**config.mk**
```make
export PLATFORM = sky130hd
export DESIGN_NAME = pipeline_feed_queue_flat
export DESIGN_NICKNAME = d
export VERILOG_FILES = /design/src/rtl/pipeline_feed_queue_if.sv /design/src/rtl/pipeline_feed_queue.sv /design/src/flat_wrapper.sv
export SDC_FILE = /design/constraint.sdc
export NUM_CORES = 1
export LEC_CHECK = 0
export CORE_MARGIN = 10
export CORE_UTILIZATION = 45
export CTS_BUF_LIST = sky130_fd_sc_hd__clkbuf_4
export DETAILED_ROUTE_END_ITERATION = 10
export PLACE_DENSITY = 0.77
export SKIP_LAST_GASP = 1
export SYNTH_ARGS = -nofsm -noshare
export SYNTH_HDL_FRONTEND = slang
export SYNTH_SLANG_ARGS = --single-unit
```
**constraint.sdc**
```tcl
create_clock -name clk -period 4.44 [get_ports clk]
set_clock_uncertainty 0.2 [all_clocks]
set_input_delay 1.332 -clock clk [delete_from_list [all_inputs] [get_ports clk]]
set_output_delay 1.332 -clock clk [all_outputs]
set_load 0.01 [all_outputs]
```
**src/rtl/pipeline_feed_queue_if.sv**
```systemverilog
// rtl/pipeline_feed_queue_if.sv - upstream/pipeline handshake bundle for pipeline_feed_queue
// master drives the upstream word and pipeline controls; slave is the queue itself.
interface pipeline_feed_queue_if #(
  parameter int WIDTH = 32,
  parameter int DEPTH = 4
);
  localparam int CW = $clog2(DEPTH + 1);

  logic [WIDTH-1:0] in_data;
  logic             in_valid;
  logic             in_ready;
  logic             stall;
  logic             flush;
  logic [WIDTH-1:0] data;
  logic             data_valid;
  logic [CW-1:0]    count;
  logic             holding;

  modport master (
    output in_data, in_valid, stall, flush,
    input  in_ready, data, data_valid, count, holding
  );

  modport slave (
    input  in_data, in_valid, stall, flush,
    output in_ready, data, data_valid, count, holding
  );
endinterface

```
**src/rtl/pipeline_feed_queue.sv**
```systemverilog
// rtl/pipeline_feed_queue.sv - word queue feeding the IF stage with stall, flush and refill bubbles
// A flush empties the queue and forces FLUSH_CYCLES bubble cycles (HOLD) before popping resumes.
module pipeline_feed_queue #(
  parameter int               WIDTH        = 32,
  parameter int               DEPTH        = 4,
  parameter int               FLUSH_CYCLES = 2,
  parameter logic [WIDTH-1:0] BUBBLE       = '0
) (
  input logic                 clk,
  input logic                 rst,
  pipeline_feed_queue_if.slave q_if
);

  localparam int CW = $clog2(DEPTH + 1);
  localparam int PW = (DEPTH > 1) ? $clog2(DEPTH) : 1;
  localparam int HW = (FLUSH_CYCLES > 0) ? $clog2(FLUSH_CYCLES + 1) : 1;

  typedef enum logic {
    ST_RUN  = 1'b0,
    ST_HOLD = 1'b1
  } state_e;

  state_e           state_q, state_d;
  logic [HW-1:0]    hold_cnt_q, hold_cnt_d;
  logic [PW-1:0]    rd_ptr_q, rd_ptr_d;
  logic [PW-1:0]    wr_ptr_q, wr_ptr_d;
  logic [CW-1:0]    count_q, count_d;
  logic [WIDTH-1:0] data_q, data_d;
  logic             data_valid_q, data_valid_d;
  logic [WIDTH-1:0] mem_q [DEPTH];

  logic in_ready;
  logic push;
  logic pop;

  // No full-pop bypass: a full queue refuses a push even on a popping cycle.
  always_comb begin
    in_ready = !q_if.flush && (count_q < CW'(DEPTH));
    push     = q_if.in_valid && in_ready;
    pop      = (state_q == ST_RUN) && !q_if.flush && !q_if.stall && (count_q != '0);
  end

  always_comb begin
    state_d      = state_q;
    hold_cnt_d   = hold_cnt_q;
    rd_ptr_d     = rd_ptr_q;
    wr_ptr_d     = wr_ptr_q;
    count_d      = count_q;
    data_d       = data_q;
    data_valid_d = data_valid_q;

    if (q_if.flush) begin
      rd_ptr_d     = '0;
      wr_ptr_d     = '0;
      count_d      = '0;
      data_d       = BUBBLE;
      data_valid_d = 1'b0;
      if (FLUSH_CYCLES > 0) begin
        state_d    = ST_HOLD;
        hold_cnt_d = HW'(FLUSH_CYCLES);
      end else begin
        state_d    = ST_RUN;
        hold_cnt_d = '0;
      end
    end else begin
      if (push) begin
        wr_ptr_d = wr_ptr_q + PW'(1);
      end
      if (pop) begin
        rd_ptr_d = rd_ptr_q + PW'(1);
      end
      count_d = count_q + CW'(push) - CW'(pop);

      unique case (state_q)
        ST_RUN: begin
          if (!q_if.stall) begin
            if (pop) begin
              data_d       = mem_q[rd_ptr_q];
              data_valid_d = 1'b1;
            end else begin
              data_d       = BUBBLE;
              data_valid_d = 1'b0;
            end
          end
        end
        ST_HOLD: begin
          // Refill penalty counts edges regardless of stall.
          data_d       = BUBBLE;
          data_valid_d = 1'b0;
          if (hold_cnt_q <= HW'(1)) begin
            state_d    = ST_RUN;
            hold_cnt_d = '0;
          end else begin
            hold_cnt_d = hold_cnt_q - HW'(1);
          end
        end
        default: begin
          state_d = ST_RUN;
        end
      endcase
    end
  end

  always_ff @(posedge clk) begin
    if (rst) begin
      state_q      <= ST_RUN;
      hold_cnt_q   <= '0;
      rd_ptr_q     <= '0;
      wr_ptr_q     <= '0;
      count_q      <= '0;
      data_q       <= BUBBLE;
      data_valid_q <= 1'b0;
    end else begin
      state_q      <= state_d;
      hold_cnt_q   <= hold_cnt_d;
      rd_ptr_q     <= rd_ptr_d;
      wr_ptr_q     <= wr_ptr_d;
      count_q      <= count_d;
      data_q       <= data_d;
      data_valid_q <= data_valid_d;
    end
  end

  // Storage carries no reset; count and pointers define which entries are live.
  always_ff @(posedge clk) begin
    if (push) begin
      mem_q[wr_ptr_q] <= q_if.in_data;
    end
  end

  assign q_if.in_ready   = in_ready;
  assign q_if.data       = data_q;
  assign q_if.data_valid = data_valid_q;
  assign q_if.count      = count_q;
  assign q_if.holding    = (state_q == ST_HOLD);

endmodule

```
**src/flat_wrapper.sv**
```systemverilog
// flat-port wrapper written by rule: the top's interface ports become plain ports
module pipeline_feed_queue_flat 
#(
  parameter int               WIDTH        = 32,
  parameter int               DEPTH        = 4,
  parameter int               FLUSH_CYCLES = 2,
  parameter logic [WIDTH-1:0] BUBBLE       = '0
)
  (clk, rst, q_if_in_data, q_if_in_valid, q_if_stall, q_if_flush, q_if_in_ready, q_if_data, q_if_data_valid, q_if_count, q_if_holding);
  pipeline_feed_queue_if #(.WIDTH(WIDTH), .DEPTH(DEPTH)) q_if_i ();
  input logic clk;
  input logic rst;
  input wire logic [$bits(q_if_i.in_data)-1:0] q_if_in_data;
  input wire logic [$bits(q_if_i.in_valid)-1:0] q_if_in_valid;
  input wire logic [$bits(q_if_i.stall)-1:0] q_if_stall;
  input wire logic [$bits(q_if_i.flush)-1:0] q_if_flush;
  output wire logic [$bits(q_if_i.in_ready)-1:0] q_if_in_ready;
  output wire logic [$bits(q_if_i.data)-1:0] q_if_data;
  output wire logic [$bits(q_if_i.data_valid)-1:0] q_if_data_valid;
  output wire logic [$bits(q_if_i.count)-1:0] q_if_count;
  output wire logic [$bits(q_if_i.holding)-1:0] q_if_holding;
  assign q_if_i.in_data = q_if_in_data;
  assign q_if_i.in_valid = q_if_in_valid;
  assign q_if_i.stall = q_if_stall;
  assign q_if_i.flush = q_if_flush;
  assign q_if_in_ready = q_if_i.in_ready;
  assign q_if_data = q_if_i.data;
  assign q_if_data_valid = q_if_i.data_valid;
  assign q_if_count = q_if_i.count;
  assign q_if_holding = q_if_i.holding;
  pipeline_feed_queue #(.WIDTH(WIDTH), .DEPTH(DEPTH), .FLUSH_CYCLES(FLUSH_CYCLES), .BUBBLE(BUBBLE)) u_core (.clk(clk), .rst(rst), .q_if(q_if_i));
endmodule
```
==> summary.md <==
| Metric | Value |
|---|---|
| CP Data Required Time | `2.91 ns` |
| Peak VDD IR | `approximately 0.0002 V` |
| Post-synth cell types | `31` |
| Cell accounting for the most synthesized area | `edfxtp_1` |
| Post-synth EDFFs | `around 130` |
| Seq cells post-synth | `about 170` |
| Met1 Use GR | `roughly 15%` |
| Pwr Density | `365.7 nW/um^2` |
| Leak Pwr | `2.422 nW` |
| Grt total ovfl | `0` |
| CTS tree | `yes` |
| Slew HR | `about 44%` |
| Gr usage total | `between 10% and 20%` |
| CP Capture Type | `output port` |
| Share of the synthesized area in the top cell type | `61.65%` |
| Initial antenna violation count | `1` |
| Post-CTS Resized | `0` |
| Critical Path Fanout Max | `7` |
| Hold WC Path Type | `reg2reg` |
| Maximum capacitance violations | `0` |
| CTS clk-pin slew, worst paths | `between 0.1 and 0.15 ns` |
| Post-Route Setup TNS | `0 ns` |
| Layout Utilization | `between 50% and 60%` |
| Cell area after synthesis | `between 6000 and 7000 um^2` |
| Vias/cell | `between 5 and 6` |
| Hold Violations, Final | `0` |
| Final Max Slew Viols | `0` |
| Area delta synth->final | `20.51%` |
| Fmax | `246.1 MHz` |
| Initial DRC Count | `190` |
| Setup ws final | `roughly 0.38 ns` |
| Post-CTS Setup Bufs | `0` |
| Met2 Resource Use GR | `between 20 and 25%` |
| Unrepaired setup endpoints after global routing | `false` |
| H-tree depth | `4` |
| CP Class | `in2out` |
| Nets | `approximately 440` |
| Starting Density | `approximately 47%` |
| Clk sinks | `approximately 170` |
| Root buffer cell | `clkbuf_4` |
| Drt first pass iters | `6` |
| Clk_lat worst skew | `about 0.54 ns` |
| Grt met3 use | `3.860%` |
| Top FF cell, synth | `edfxtp_1` |
| First-pass GRT wire length | `18080 um` |
| Longest Clk Path Bufs | `2` |
| Chip width | `about 140 um` |
| Ports | `75` |
| Number of buffers added on ports | `between 70 and 80` |
| Sequential share of the synthesized area | `between 70% and 80%` |
| Final period utilization | `slightly above 90%` |
| DRC violations left | `0` |
| Row cnt | `42` |
| Average cell area after synthesis | `between 20 and 25 um^2` |
| Top-count cell post-synth | `edfxtp_1` |
| CTS Buf Count | `17` |
| Synth warn | `0` |
| Arr. time, crit path | `between 2 and 3 ns` |
| Share of flip-flops with an asynchronous set or reset | `0%` |
| Layout cells sized above 1 | `just over 20%` |
| Worst Tran Pin Value | `0.8469 ns` |
| Place WS | `between 0.3 and 0.4 ns` |
| Core ar. | `between 10000 and 15000 um^2` |
| Startpoint Class | `input pin` |
| Die Y | `137.7 um` |
| Outcome | `finished clean` |
| Grt peak-use layer | `met2` |
| Final setup violation count | `0` |
| Top post-synthesis cells by area | `edfxtp_1, dfxtp_1, mux4_2` |
| Avg WL per Cell | `between 15 and 20 um` |
| Via Count | `between 3000 and 4000` |
| Vias in the first global route | `~3300` |
| Post-synth top cells | `edfxtp_1, dfxtp_1, a22o_1, mux4_2, nor2_1` |
| Routability cong. | `approximately 0.75` |
| Tmin final | `~4.1 ns` |
| Pin count of the biggest net entering global routing | `33` |
| Mapped Nets | `348` |
| Post-CTS Hold Fix Bufs | `0` |
| Post-DRT Antenna Nets | `0` |
| Full die area | `18960 um^2` |
| DP HPWL | `~7300 um` |
| Mapped Cells | `around 300` |
| Detailed Route WL | `11390 um` |
-- per-stage QoR --
| stage | std cells | total power, W | cell area, um^2 | hold slack, ns |
|---|---|---|---|---|
| 6_report | 581 | 0.002747 | 7513 | 0.2902 |
| 5_1_grt | 581 | 0.002857 | 7513 | 0.3084 |
| 4_1_cts | 580 | 0.002778 | 7511 | 0.2970 |
| 3_5_place_dp | 548 | 0.001915 | 7232 | 0.2671 |
| 3_3_place_gp | 548 | 0.001908 | 7232 | 0.2577 |
| 2_1_floorplan | 304 | 0.001846 | 6235 | 0.2499 |
-- sequential cells by signal, summed over array words and instances (netlist names), named ones only --
name                    flops
u_core.q_if.data_valid      1
u_core.q_if.holding         1
u_core.q_if.data           32
u_core.q_if.count           3
u_core.wr_ptr_q             2
u_core.mem_q              128
u_core.rd_ptr_q             2
u_core.hold_cnt_q           2
-- metal layers --
| layer | part of all wire (%) | vias to the layer above |
|---|---|---|
| met4 | 1.7 | 0 |
| met1 | 41 | 1545 |
| met5 | 0 | - |
| met2 | 52 | 75 |
| li1 | - | 1405 |
| met3 | 5.2 | 13 |
-- final timing paths --
kind / start / to / slack [ns] / cells past startpoint
max reg2reg: u_core.q_if.count[1] / u_core.q_if.count[2] / 1.93 / 9
max: q_if_flush / q_if_in_ready / 0.38 / 3
min reg2reg: u_core.q_if.data[23] / u_core.q_if.data[23] / 0.29 / 1
min: u_core.q_if.data[23] / u_core.q_if.data[23] / 0.29 / 1
-- power by group --
part	total, W	internal [W]	switching [W]
logic	0.000112	0.0000611	0.0000509
clock network	0.000871	0.000341	0.000530
registers	0.00176	0.00176	0.00000866
total	0.00275	0.00216	0.000589
-- critical path, cell delays in order --
cell,delay [ns]
clkdlybuf4s50_1,0.52
nor2_1,0.14
clkdlybuf4s50_1,0.54
-- cell families after synthesis --
family          after synthesis  synth area share, %
flops                       173                76.10
mux                          34                11.90
simple gates                 26                2.910
xor+xnor                      3               0.4215
buf+inv                      21                1.927
compound gates               40                5.218
fa+ha+maj                     7                1.525
-- cells in the final DEF (no fill, tap or decap), drive strengths merged, types with 6 or more instances in the layout --
| cell | synthesis | routed |
|---|---|---|
| edfxtp | 128 | 128 |
| clkdlybuf4s50 | 0 | 74 |
| dfxtp | 45 | 45 |
| mux4 | 32 | 32 |
| a22o | 32 | 32 |
| clkbuf | 3 | 18 |
| nor2 | 9 | 9 |
| inv | 7 | 9 |
| buf | 11 | 8 |
| clkinv | 0 | 8 |
| ha | 6 | 6 |
| and2 | 6 | 6 |
-- cell type report --
class,instances,area (um^2)
Fill cell,1053,5887
Sequential cell,173,4747
Multi-Input combinational cell,110,1375
Timing Repair Buffer,82,863.3
Tap cell,176,220.2
Clock inverter,14,143.9
Clock buffer,18,135.1
Inverter,7,26.28
Antenna cell,1,2.502
Power figures use the tool's default switching activity.
